**src/rtl/vgakb_pkg.sv**
```systemverilog
// Shared types and constants for the VGA tile-map / keyboard player subsystem.
package vgakb_pkg;

    localparam int unsigned UNIT     = 64;
    localparam int unsigned HMAXTILE = 9;
    localparam int unsigned VMAXTILE = 5;

    typedef enum logic [1:0] {
        UP    = 2'd0,
        DOWN  = 2'd1,
        LEFT  = 2'd2,
        RIGHT = 2'd3
    } dir_t;

    typedef enum logic [1:0] {
        PATH  = 2'd0,
        BLOCK = 2'd1,
        WATER = 2'd2
    } tile_t;

    typedef enum logic [1:0] {
        StIdle     = 2'd0,
        StPending  = 2'd1,
        StCheck    = 2'd2,
        StCooldown = 2'd3
    } pmc_state_t;

endpackage

```
**src/rtl/tile_rules.sv**
```systemverilog
// Combinational tile classifier; shared with the pixel generator so the rendered map
// and the movement legality always agree.
module tile_rules
    import vgakb_pkg::*;
(
    input  logic [3:0] h_i,
    input  logic [3:0] v_i,
    output tile_t      tile_o
);

    always_comb begin
        if (h_i % 4'd3 == 4'd0) begin
            tile_o = WATER;
        end else if (v_i % 4'd4 == 4'd0) begin
            tile_o = BLOCK;
        end else begin
            tile_o = PATH;
        end
    end

endmodule

```
**src/rtl/player_move_ctrl.sv**
```systemverilog
// Player marker controller: queues one direction command, resolves it at frame start
// against the tile map, then cools down for a number of frames.
module player_move_ctrl
    import vgakb_pkg::*;
#(
    parameter int unsigned START_H     = 1,
    parameter int unsigned START_V     = 1,
    parameter int unsigned HOLD_FRAMES = 8
) (
    input  logic       clk,
    input  logic       rst_n,
    input  logic       key_valid,
    input  logic [1:0] key_dir,
    input  logic       frame_start,
    output logic [3:0] curAh,
    output logic [3:0] curAv,
    output logic       move_ok,
    output logic       move_blocked,
    output logic       busy
);

    localparam int unsigned CntW = (HOLD_FRAMES == 0) ? 1 : $clog2(HOLD_FRAMES + 1);
    localparam logic signed [4:0] HMax = 5'(HMAXTILE);
    localparam logic signed [4:0] VMax = 5'(VMAXTILE);

    pmc_state_t       state_q;
    dir_t             dir_q;
    logic [CntW-1:0]  cnt_q;
    logic [3:0]       cur_h_q, cur_v_q;
    logic             ok_q, blk_q;

    logic signed [4:0] tgt_h, tgt_v;
    logic              in_grid, legal;
    tile_t             tgt_tile;

    // Signed 5-bit target so that -1 and 10 fall outside the grid rather than wrapping.
    always_comb begin
        tgt_h = $signed({1'b0, cur_h_q});
        tgt_v = $signed({1'b0, cur_v_q});
        case (dir_q)
            UP:      tgt_v = tgt_v - 5'sd1;
            DOWN:    tgt_v = tgt_v + 5'sd1;
            LEFT:    tgt_h = tgt_h - 5'sd1;
            RIGHT:   tgt_h = tgt_h + 5'sd1;
            default: tgt_h = tgt_h;
        endcase
        in_grid = (tgt_h >= 5'sd0) && (tgt_h <= HMax) && (tgt_v >= 5'sd0) && (tgt_v <= VMax);
    end

    tile_rules u_tile_rules (
        .h_i    (tgt_h[3:0]),
        .v_i    (tgt_v[3:0]),
        .tile_o (tgt_tile)
    );

    assign legal = in_grid && (tgt_tile == PATH);

    always_ff @(posedge clk or negedge rst_n) begin
        if (!rst_n) begin
            state_q <= StIdle;
            dir_q   <= UP;
            cnt_q   <= '0;
            cur_h_q <= 4'(START_H);
            cur_v_q <= 4'(START_V);
            ok_q    <= 1'b0;
            blk_q   <= 1'b0;
        end else begin
            ok_q  <= 1'b0;
            blk_q <= 1'b0;
            case (state_q)
                StIdle: begin
                    if (key_valid) begin
                        dir_q   <= dir_t'(key_dir);
                        state_q <= StPending;
                    end
                end
                StPending: begin
                    if (frame_start) begin
                        state_q <= StCheck;
                    end else if (key_valid) begin
                        dir_q <= dir_t'(key_dir);
                    end
                end
                StCheck: begin
                    if (legal) begin
                        cur_h_q <= tgt_h[3:0];
                        cur_v_q <= tgt_v[3:0];
                        ok_q    <= 1'b1;
                    end else begin
                        blk_q <= 1'b1;
                    end
                    if (HOLD_FRAMES > 0) begin
                        cnt_q   <= CntW'(HOLD_FRAMES);
                        state_q <= StCooldown;
                    end else begin
                        state_q <= StIdle;
                    end
                end
                StCooldown: begin
                    if (frame_start) begin
                        cnt_q <= cnt_q - CntW'(1);
                        if (cnt_q == CntW'(1)) begin
                            state_q <= StIdle;
                        end
                    end
                end
                default: state_q <= StIdle;
            endcase
        end
    end

    assign curAh        = cur_h_q;
    assign curAv        = cur_v_q;
    assign move_ok      = ok_q;
    assign move_blocked = blk_q;
    assign busy         = (state_q != StIdle);

endmodule

```
**config.mk**
```make
export PLATFORM = sky130hd
export DESIGN_NAME = player_move_ctrl
export DESIGN_NICKNAME = d
export VERILOG_FILES = /design/src/rtl/vgakb_pkg.sv /design/src/rtl/tile_rules.sv /design/src/rtl/player_move_ctrl.sv
export SDC_FILE = /design/constraint.sdc
export NUM_CORES = 1
export LEC_CHECK = 0
export ABC_AREA = 0
export BUFFER_PORTS_ARGS = -buffer_cell sky130_fd_sc_hd__buf_2
export CAP_MARGIN = 30
export CORE_UTILIZATION = 39
export DETAILED_ROUTE_END_ITERATION = 12
export PLACE_DENSITY_LB_ADDON = 0.08
export REMOVE_ABC_BUFFERS = 1
export SYNTH_ARGS = -nofsm -noshare
export SYNTH_HDL_FRONTEND = slang
export SYNTH_HIERARCHICAL = 1
export SYNTH_SLANG_ARGS = --single-unit
```
**constraint.sdc**
```tcl
create_clock -name clk -period 4.9 [get_ports clk]
set_input_delay 0.245 -clock clk [delete_from_list [all_inputs] [get_ports clk]]
set_output_delay 0.245 -clock clk [all_outputs]
set_load 0.02 [all_outputs]
```
Yosys cells after proc, flatten, opt, wreduce, memory -nomap -nowiden
Cells that the tools add are included.
{ "classes": {"add_sub_neg": 5, "div_mod_pow": 1, "order_cmp": 4, "n_eq_ne": 12, "mux": 18, "n_reduce_logical": 16} }
{ "ops": {"columns": ["cell", "n"], "rows": [
  ["case mux 5 bit (2 select lines)", 2],
  ["two-way mux 2 bit", 7],
  ["adder 4 x 1 -> 5 bit (second input constant)", 2],
  [">= comparator 5 x 1 -> 1 bit (second input constant)", 2],
  ["inequality test 2 bit (second input constant)", 5],
  ["subtractor 4 x 1 -> 5 bit (second input constant)", 2],
  ["equality test 2 bit (second input constant)", 4],
  ["logical NOT 4 bit", 2],
  ["case mux 2 bit (4 select lines)", 1],
  ["case mux 4 bit (2 select lines)", 1],
  ["logical NOT 2 bit", 3],
  ["AND reduction 2 bit", 3],
  ["nonzero test 2 bit", 3],
  ["less-or-equal comparator 5 x 4 -> 1 bit (second input constant)", 1],
  ["less-or-equal comparator 5 bit (second input constant)", 1],
  ["two-way mux 1 bit", 5],
  ["equality test 2 x 1 -> 1 bit (second input constant)", 2],
  ["equality test 4 x 1 -> 1 bit (second input constant)", 1],
  ["logical AND 1 bit", 4],
  ["modulo 4 x 2 -> 4 bit (second input constant)", 1],
  ["two-way mux 4 bit", 1],
  ["case mux 2 bit (2 select lines)", 1],
  ["AND reduction 4 bit", 1],
  ["subtractor 4 x 1 -> 4 bit (second input constant)", 1]
]} }
{ "totals": {"ff_bits": 18, "output_inout_bits": 11} }

Logic depth before layout (Yosys ltp)
{ "logic_depth": {"depth_word": 9, "ltp_mapped": 24, "ltp_nobuf": 21} }

Cells and area by module
The synthesis kept the hierarchy.
{ "modules_own_cells": {"columns": ["module", "n_inst", "cells_per_inst", "area_each_um2"], "rows": [
  ["player_move_ctrl", 1, 125, 1315.0],
  ["tile_rules", 1, 31, 254.0]
]} }

Worst setup path before layout
Ideal clock, no wire load.
{ "synth_path": {"path_type": "register to register", "startpoint": "register dir_q[1]", "endpoint": "register cur_h_q[1] (netlist: curAh[1])", "setup_ns": 0.125, "t_arrival_ns": 4.568, "required_ns": 4.775, "setup_slack_ns": 0.208, "path_stages_with_launch": 25, "period_less_slack_ns": 4.692, "path_cell_list": "dfrtp_1 -> buf_4 -> buf_6 -> nand2_1 -> ha_1 -> and3_1 -> nor3_1 -> nor2b_1 -> a21o_1 -> nand2b_2 -> inv_2 -> ha_1 -> inv_1 -> ha_1 -> dlymetal6s2s_1 -> o211ai_1 -> o21ai_0 -> ha_1 -> nor2b_1 -> a211o_1 -> a22o_1 -> nor2_1 -> nand4_1 -> a2111oi_4 -> mux2_2"} }
{ "synth_via": {"elab_chain_cells": 8} }
{ "synth_lines": {"columns": ["item", "line", "text"], "rows": [
  ["start, declared", "player_move_ctrl.sv:27", "dir_t dir_q;"],
  ["start signal, assigned", "player_move_ctrl.sv:73", "dir_q <= dir_t'(key_dir);"],
  ["start signal, assigned", "player_move_ctrl.sv:81", "dir_q <= dir_t'(key_dir);"],
  ["equality test 2 bit", "player_move_ctrl.sv:40", "case (dir_q)"],
  ["case mux 5 bit (2 select lines) (*)", "player_move_ctrl.sv:40", null],
  ["via tgt_h[3]", "player_move_ctrl.sv:32", "logic signed [4:0] tgt_h, tgt_v;"],
  ["modulo 4 x 2 -> 4 bit (*)", "tile_rules.sv:12", "if (h_i % 4'd3 == 4'd0) begin"],
  ["logical NOT 4 bit (*)", "tile_rules.sv:12", null],
  ["two-way mux 2 bit (*)", "tile_rules.sv:12", null],
  ["via tgt_tile[1]", "player_move_ctrl.sv:34", "tile_t tgt_tile;"],
  ["logical NOT 2 bit (*)", "player_move_ctrl.sv:56", "assign legal = in_grid && (tgt_tile == PATH);"],
  ["logical AND 1 bit (*)", "player_move_ctrl.sv:56", null],
  ["AND reduction 2 bit (no source line) (*)", null, null],
  ["end signal, assigned", "player_move_ctrl.sv:63", "cur_h_q <= 4'(START_H);"],
  ["end signal, assigned", "player_move_ctrl.sv:86", "cur_h_q <= tgt_h[3:0];"],
  ["end, declared", "player_move_ctrl.sv:29", "logic [3:0] cur_h_q, cur_v_q;"]
]} }
Mark *: on every way through the listed nets, which the timed path passes. The rest lies on a longest branch.
A chain may end at the register's enable or synchronous reset.

Worst setup path in the final report
{ "layout_path": {"startpoint": "register dir_q[1]", "endpoint": "register cur_h_q[2] (netlist: curAh[2])"} }
The elaborated chain is that of the path after synthesis.

==> impl_results.md <==
- CP arrival: ~4.7 ns
- CP Class: flip-flop to flip-flop
- Vias in the first global route: approximately 1200
- Startpoint Class: flip-flop
- Pre-CTS WS: roughly 0.14 ns
- Clock Skew: 0.00469 ns
- Initial DRC count: 41
- Syn Area/Cell: between 10 and 15 sq um
- Area added between synthesis and finish: 13.1%
- IO Pins: 17
- Hold Slack: 0.223 ns
- # diodes: 0
- Final Slew Violations: 0
- Worst-Skew Late Latency: 0.26 ns
- Largest net degree at the start of global routing: 19
- Grt ovf: 0
- Syn. warnings: 6
- Rows: 22
- Most common cell on crit path: ha_1
- Via count: between 1000 and 1500
- CORE AREA: between 3000 and 4000 sq um
- DP HPWL: roughly 2.4 mm
- Vias per cell: roughly 5.5
- Starting density of the core: 0.416
- Average wire per standard cell: 13.8 microns
- Gpl congestion: just under 0.8
- CTS Buffer Depth: 2
- Status: complete, no violations
- # nets final: approximately 200
- # H-tree levels: 1
- Final hold vios: 0
- DIE HEIGHT: around 65 microns
- Post-route ant nets: 0
- Worst-path fanout max: 9
- # DRC: 0
- Mapped Cells: roughly 150
- TritonRoute pass-1 iters: 4
- Setup ws final: between 0.3 and 0.4 ns
- Slew margin rel.: 0.656
- CTS tree: built
- CTS Buf Count: 3
- Worst slew pin tran: 0.515 ns
- First-pass GRT wire length: approximately 5.3 mm
- Sink Count: 18
- Mapped cell area: between 1500 and 2000 sq um
- Final WL: 3.08 mm
- Die area: 4250 sq um
- Die width: roughly 65 microns
- Min Tclk post-route: 4.57 ns
- Clk slew on worst S/H paths: roughly 0.07 ns
- Share of cells above drive strength 1: 0.269
- Fmax: 219 MHz
- Initial antenna violation count: 0
- Clock Root Buffer: clkbuf_8
- # port buffers: 16
- Min-Delay Path Class: input port to flip-flop
- Crit end category: flip-flop
- CP max-delay cell: dfrtp_1
- CP top delay family: simple AND/OR/NAND/NOR gates
- Cell Chain, Critical Path: nand2_1 -> ha_1 -> and3_1 -> nor3_1 -> nor2b_1 -> a21o_1 -> nand2b_2 -> inv_2 -> ha_1 -> inv_1 -> ha_1 -> o211ai_1 -> o21ai_0 -> ha_1 -> nor2b_1 -> a211o_1 -> a22o_1 -> nor2_1 -> nand4_1 -> a2111oi_4 -> buf_4 -> mux2_2
- Worst EP required: around 5 ns
- Buffer and inverter count on the worst path: 3
- GRT Util Overall: 0.159
- Period utilization: 0.933
- Max-cap violations: 0
- Max incr delay on CP: 0.39 ns
- Final Setup Violations: 0
==> registers in the layout, summed over array words and instances, names as in the netlist <==
signal,cells
move_ok,1
cnt_q,4
curAh,4
dir_q,2
state_q,2
curAv,4
move_blocked,1
==> cell type report <==
| cell class | count | area [sq um] |
|---|---|---|
| inverter | 14 | 52.6 |
| timing repair buffer | 22 | 128 |
| tap | 48 | 60.1 |
| clock buffer | 4 | 55.1 |
| sequential | 18 | 453 |
| multi-input combinational | 117 | 1010 |
| fill | 383 | 1980 |
==> cells in the final DEF (no fill, tap or decap), types with 2 or more instances in the layout <==
| cell | instances |
|---|---|
| xor2_1 | 5 |
| a211oi_1 | 3 |
| dfrtp_1 | 16 |
| nand3_1 | 5 |
| buf_2 | 16 |
| nor2b_1 | 3 |
| and3_1 | 3 |
| a21oi_1 | 8 |
| clkbuf_8 | 4 |
| nor2_1 | 3 |
| mux2_2 | 10 |
| ha_1 | 17 |
| inv_1 | 13 |
| o21ai_0 | 7 |
| nand3b_1 | 2 |
| o211ai_1 | 4 |
| dfstp_2 | 2 |
| xnor2_1 | 4 |
| nor3_1 | 2 |
| nand2_1 | 7 |
| nor4_1 | 2 |
| fa_1 | 2 |
| a21o_1 | 2 |
| o31ai_1 | 2 |
| buf_4 | 5 |
==> worst register-to-register path, cell delays in order (launching register included) <==
cell       delay, ns
dfrtp_1         0.39
nand2_1         0.18
ha_1            0.29
and3_1          0.18
nor3_1          0.22
nor2b_1         0.08
a21o_1          0.19
nand2b_2        0.19
inv_2           0.08
ha_1            0.13
inv_1           0.04
ha_1            0.29
o211ai_1        0.12
o21ai_0         0.11
ha_1            0.29
nor2b_1         0.05
a211o_1         0.27
a22o_1          0.21
nor2_1          0.12
nand4_1         0.23
a2111oi_4       0.28
buf_4           0.20
mux2_2          0.33
==> routing by layer <==
layer,global-route usage,wire (microns),vias to the layer above
li1,-,-,607
met1,0.219,1600,571
met2,0.246,1320,34
met3,0.0382,128,4
met4,0.0408,31,0
met5,0,0,-
==> timing repair <==
item                                   in CTS  in global routing
resized for setup                           0                  1
hold buffers                                1                  0
setup endpoints to repair                   0                  7
endpoints found under the hold margin      16                  0
buffers inserted                            0                  2
==> stage by stage <==
step | setup TNS, ns | instance area [sq um] | instances | util
finish | 0 | 1760 | 223 | 0.471
global route | -0.0931 | 1760 | 223 | 0.471
CTS | 0 | 1750 | 221 | 0.466
detailed placement | 0 | 1680 | 216 | 0.449
global placement | 0 | 1680 | 216 | 0.449
floorplan | 0 | 1520 | 149 | -
==> worst paths after layout <==
kind                                      start                   end  slack (ns)  depth (start not counted)
max                        dir_q[1]$_DFFE_PN0P_  curAh[2]$_DFFE_PN0P_        0.33                         22
min                                  key_dir[0]  dir_q[0]$_DFFE_PN0P_        0.22                          2
max reg2reg                dir_q[1]$_DFFE_PN0P_  curAh[2]$_DFFE_PN0P_        0.33                         22
min reg2reg                cnt_q[2]$_DFFE_PN0P_  cnt_q[2]$_DFFE_PN0P_        0.52                          1
max in group asynchronous                 rst_n  curAv[0]$_DFFE_PN1P_        4.14                          2
min in group asynchronous                 rst_n  cnt_q[3]$_DFFE_PN0P_        0.44                          2
Power is left out: the tool's default activity adds up to more than one toggle a clock period on the data nets, which glitch-free logic cannot reach.
